## config.mk

```make
export PLATFORM = sky130hd
export DESIGN_NAME = rx_bit_sequencer
export DESIGN_NICKNAME = d
export VERILOG_FILES = /design/src/rtl/rx_bit_sequencer.sv
export SDC_FILE = /design/constraint.sdc
export NUM_CORES = 1
export LEC_CHECK = 0
export ABC_AREA = 0
export BUFFER_PORTS_ARGS = -buffer_cell sky130_fd_sc_hd__clkbuf_2
export CAP_MARGIN = 30
export CORE_AREA = 2 2 39 41
export CTS_CLUSTER_DIAMETER = 120
export DETAILED_ROUTE_END_ITERATION = 12
export DIE_AREA = 0 0 41 43
export PLACE_DENSITY = 0.72
export SETUP_SLACK_MARGIN = 0.05
export SYNTH_ARGS = -nofsm -noshare
export SYNTH_HDL_FRONTEND = slang
export SYNTH_SLANG_ARGS = --single-unit
```

## constraint.sdc

```tcl
create_clock -name clk -period 1.8 [get_ports clk]
set_input_delay 0.09 -clock clk [delete_from_list [all_inputs] [get_ports clk]]
set_output_delay 0.09 -clock clk [all_outputs]
set_load 0.05 [all_outputs]
```

## src/rtl/rx_bit_sequencer.sv

```systemverilog
// USB 1.1 receive bit sequencer: routes decoded bits to the stuff detector and
// byte shifter, drops stuffed zeros, and flags byte, stuffing and alignment events.
module rx_bit_sequencer #(
    parameter int BYTE_BITS = 8
) (
    input  logic clk,
    input  logic n_rst,
    input  logic sample,
    input  logic d_orig,
    input  logic eop,
    input  logic start,
    input  logic bit_stuff,
    output logic det_shift_en,
    output logic shift_strobe,
    output logic byte_ready,
    output logic stuff_err,
    output logic align_err,
    output logic pkt_done,
    output logic busy
);

    localparam int CNT_W = (BYTE_BITS > 1) ? $clog2(BYTE_BITS) : 1;
    localparam logic [CNT_W-1:0] LAST_BIT = CNT_W'(BYTE_BITS - 1);

    localparam logic [1:0] IDLE     = 2'd0;
    localparam logic [1:0] RECEIVE  = 2'd1;
    localparam logic [1:0] ERR_WAIT = 2'd2;

    logic [1:0]       state_q, state_d;
    logic [CNT_W-1:0] cnt_q, cnt_d;
    logic             byte_ready_q, byte_ready_d;
    logic             stuff_err_q, stuff_err_d;
    logic             align_err_q, align_err_d;
    logic             pkt_done_q, pkt_done_d;

    // The detector must see every line bit, stuffed ones included.
    assign det_shift_en = (state_q == RECEIVE) & sample & ~eop;
    assign shift_strobe = det_shift_en & ~bit_stuff;
    assign busy         = (state_q == RECEIVE) | (state_q == ERR_WAIT);

    assign byte_ready = byte_ready_q;
    assign stuff_err  = stuff_err_q;
    assign align_err  = align_err_q;
    assign pkt_done   = pkt_done_q;

    always_comb begin
        state_d      = state_q;
        cnt_d        = cnt_q;
        byte_ready_d = 1'b0;
        stuff_err_d  = 1'b0;
        align_err_d  = 1'b0;
        pkt_done_d   = 1'b0;
        case (state_q)
            IDLE: begin
                if (start) begin
                    state_d = RECEIVE;
                    cnt_d   = '0;
                end
            end
            RECEIVE: begin
                if (sample) begin
                    if (eop) begin
                        align_err_d = (cnt_q != '0);
                        pkt_done_d  = 1'b1;
                        state_d     = IDLE;
                        cnt_d       = '0;
                    end else if (bit_stuff && !d_orig) begin
                        cnt_d = cnt_q;
                    end else if (bit_stuff && d_orig) begin
                        stuff_err_d = 1'b1;
                        state_d     = ERR_WAIT;
                    end else if (cnt_q == LAST_BIT) begin
                        cnt_d        = '0;
                        byte_ready_d = 1'b1;
                    end else begin
                        cnt_d = cnt_q + CNT_W'(1);
                    end
                end
            end
            ERR_WAIT: begin
                if (sample && eop) begin
                    pkt_done_d = 1'b1;
                    state_d    = IDLE;
                    cnt_d      = '0;
                end
            end
            default: begin
                state_d = IDLE;
                cnt_d   = '0;
            end
        endcase
    end

    always_ff @(posedge clk or negedge n_rst) begin
        if (!n_rst) begin
            state_q      <= IDLE;
            cnt_q        <= '0;
            byte_ready_q <= 1'b0;
            stuff_err_q  <= 1'b0;
            align_err_q  <= 1'b0;
            pkt_done_q   <= 1'b0;
        end else begin
            state_q      <= state_d;
            cnt_q        <= cnt_d;
            byte_ready_q <= byte_ready_d;
            stuff_err_q  <= stuff_err_d;
            align_err_q  <= align_err_d;
            pkt_done_q   <= pkt_done_d;
        end
    end

endmodule

```

==> run_results.csv <==
group,metric,value,unit
layout,drive_gt1_share,40.91,%
yosys,ys_warn_count,0,
yosys,syn-cell-area,538.0,um^2
layout,area_delta_synth_final,23.95,%
yosys,synthTopCellsByArea,"dfrtp_1, ha_1, inv_1",
clock_tree,cts.path.max_buffers,2,
routing,drc,0,
global_routing,grt_max_degree,10,
timing,period_needed,1.667,ns
floorplan,rows,14,
power_and_ir_drop,p_per_area,1462,mW/mm^2
yosys,synthArstFlopShare,100.0,%
worst_setup_path,cp_max_fo,5,
timing,layout_setup_ws,0.1334,ns
worst_setup_path,critPathBufInv,3,
yosys,synth_area_leader_cell,"dfrtp_1",
placed_design,gp_congestion,0.7517,
yosys,ys_seq_area_share,41.86,%
routing,num_vias,398,
flow_run,drv_cap,0,
floorplan,die_area,0.001763,mm^2
yosys,synth_area_per_cell,11.21,um^2
routing,detail-route-antenna-nets,0,
yosys,synth-seq-cells,9,
timing,max_freq,600.0,MHz
placed_design,place_area,623.1,um^2
worst_setup_path,crit_path_start_kind,"flop",
routing,firstDrtPassIters,3,
clock_tree,clock_sinks,9,
routing,routed_wl,1003,um
global_routing,antenna_found_initial,0,
yosys,synthFlopType,"dfrtp_1",
yosys,synth_common_cells,"dfrtp_1, ha_1, inv_1",
timing,finalCritPeriodShare,92.59,%
clock_tree,insertion_delay,0.27,ns
timing,relSlewSlack,75.24,%
worst_setup_path,crit_path_frequent_cell,"inv_1",
timing,setup_viol,0,
timing,whs,0.09320,ns
worst_setup_path,cp_data_required_time,1.71,ns
layout,nets,81,
worst_hold_path,hold_path_class,"in -> reg",
routing,drt-initial-drc-count,7,
floorplan,coreArea,0.001384,mm^2
layout,num_antenna_cells,0,
outcome,status,"finished, final reports clean",
placed_design,post-place-ws,0.1897,ns
yosys,syn-num-nets,62,
timing,hold_violations,0,
layout,final_util,48.19,%
floorplan,start_util,38.88,%
timing,rsz0062_at_grt,"yes",
clock_tree,root_buffer,"clkbuf_4",
timing,worstMarginPinSlew,0.3706,ns
placed_design,hpwlAfterDp,736,um
global_routing,grt_pass1_vias,358,
global_routing,grt-ovfl-total,0,
worst_setup_path,worstSetupPathType,"reg -> out",
worst_setup_path,cp_top_family,"flip-flops",
power_and_ir_drop,max-vdd-ir-drop,779.9,uV
clock_tree,clk_pin_slew,0.07,ns
global_routing,grtUsageTotal,14.04,%
power_and_ir_drop,cellLeakagePower,0.0003610,uW
timing,setup_tns,0,ns
yosys,synth_cells,48,
worst_setup_path,crit_slowest_cell,"dfrtp_1",
worst_setup_path,crit_arrival,1.58,ns
clock_tree,htree_levels,1,
layout,final_area,666.9,um^2
timing,drv_slew,0,
timing,fin_skew,0.006919,ns
yosys,synth_edf_count,0,
worst_setup_path,cp-end-kind,"primary output",
worst_setup_path,cp_cell_sequence,"inv_1 -> ha_2 -> nor2b_4 -> nand3b_2 -> inv_1 -> buf_4",
clock_tree,cts_made_buffers,3,
yosys,ys_types,22,
routing,post_drt_via_cell_ratio,4.854,
clock_tree,cts_tree,"built",
global_routing,grt_pass1_wl,1566,um
floorplan,io_pins,14,
floorplan,die_h,43,um
floorplan,die_w,41,um
placed_design,io_buffers,13,
yosys,synth_top_area_share,41.86,%
worst_setup_path,critPathMaxStageDelay,0.40,ns
yosys,synth.most_common_cell,"dfrtp_1",
routing,wire_per_inst,12.23,um
==> metal layers <==
metal	wire, um	part of all wire, %	GRT usage [%]	up-vias
met2	517	52	20.63	12
met4	12	1.2	10.00	0
met1	432	43	16.07	181
met5	0	0	0	-
li1	-	-	-	203
met3	41	4.1	4.712	2
==> where the power goes <==
group / internal [uW] / switching (uW)
Combinational: 202 / 343
Sequential: 240 / 23.7
Clock: 85.7 / 80.7
Total: 528 / 447
==> cell families after synthesis <==
| group | synth area share (%) |
|---|---|
| adders and majority gates | 16.28 |
| AOI/OAI and AO/OA | 10.23 |
| and+or+nand+nor | 21.86 |
| buffers and inverters | 4.885 |
| muxes | 4.883 |
| DFF | 41.86 |
==> area by class of cell <==
class / instances / area [um^2]
Fill cell: 122 / 716.9
Sequential cell: 9 / 225.2
Multi-Input combinational cell: 32 / 289.0
Tap cell: 16 / 20.02
Timing Repair Buffer: 14 / 80.08
Inverter: 7 / 26.28
Clock buffer: 4 / 26.28
==> through the flow <==
step	total power, uW	cells
2_1_floorplan	702.1	48
3_3_place_gp	791.4	77
3_5_place_dp	799.0	77
4_1_cts	978.5	82
5_1_grt	1041	82
6_report	975.2	82
==> what timing repair did <==
item | 4_1_cts | 5_1_grt
setup endpoints to repair | 1 | 2
hold endpoints to repair | 9 | 0
hold buffers | 1 | 0
resized for setup | 1 | 4
buffers inserted | 0 | 0
==> state kept, by name, indices dropped and copies added, names as in the netlist <==
name / cells
cnt_q: 3
state_q: 2
align_err: 1
byte_ready: 1
pkt_done: 1
stuff_err: 1
==> final timing paths <==
kind | startpoint | to | slack, ns | cells after the start
max | state_q[1] | shift_strobe | 0.13 | 6
min | d_orig | stuff_err | 0.09 | 2
max reg2reg | state_q[0] | cnt_q[1] | 0.15 | 6
min reg2reg | cnt_q[1] | cnt_q[1] | 0.55 | 1
max in group asynchronous | n_rst | align_err | 1.39 | 2
min in group asynchronous | n_rst | stuff_err | 0.20 | 2
==> placed cells by master (no fill, tap or decap), drive strengths merged <==
cell type and n:
clkbuf 16, dfrtp 9, inv 7, ha 7
nand2 5, nor2b 3, a21oi 2, a22o 2
and2 2, nor3 2, mux2 2, o2111a 1
nand3b 1, nand3 1, and3 1, a21boi 1
a31oi 1, nor4 1, dlygate4sd3 1, buf 1
Note: power is estimated with default switching activity, not from simulation.
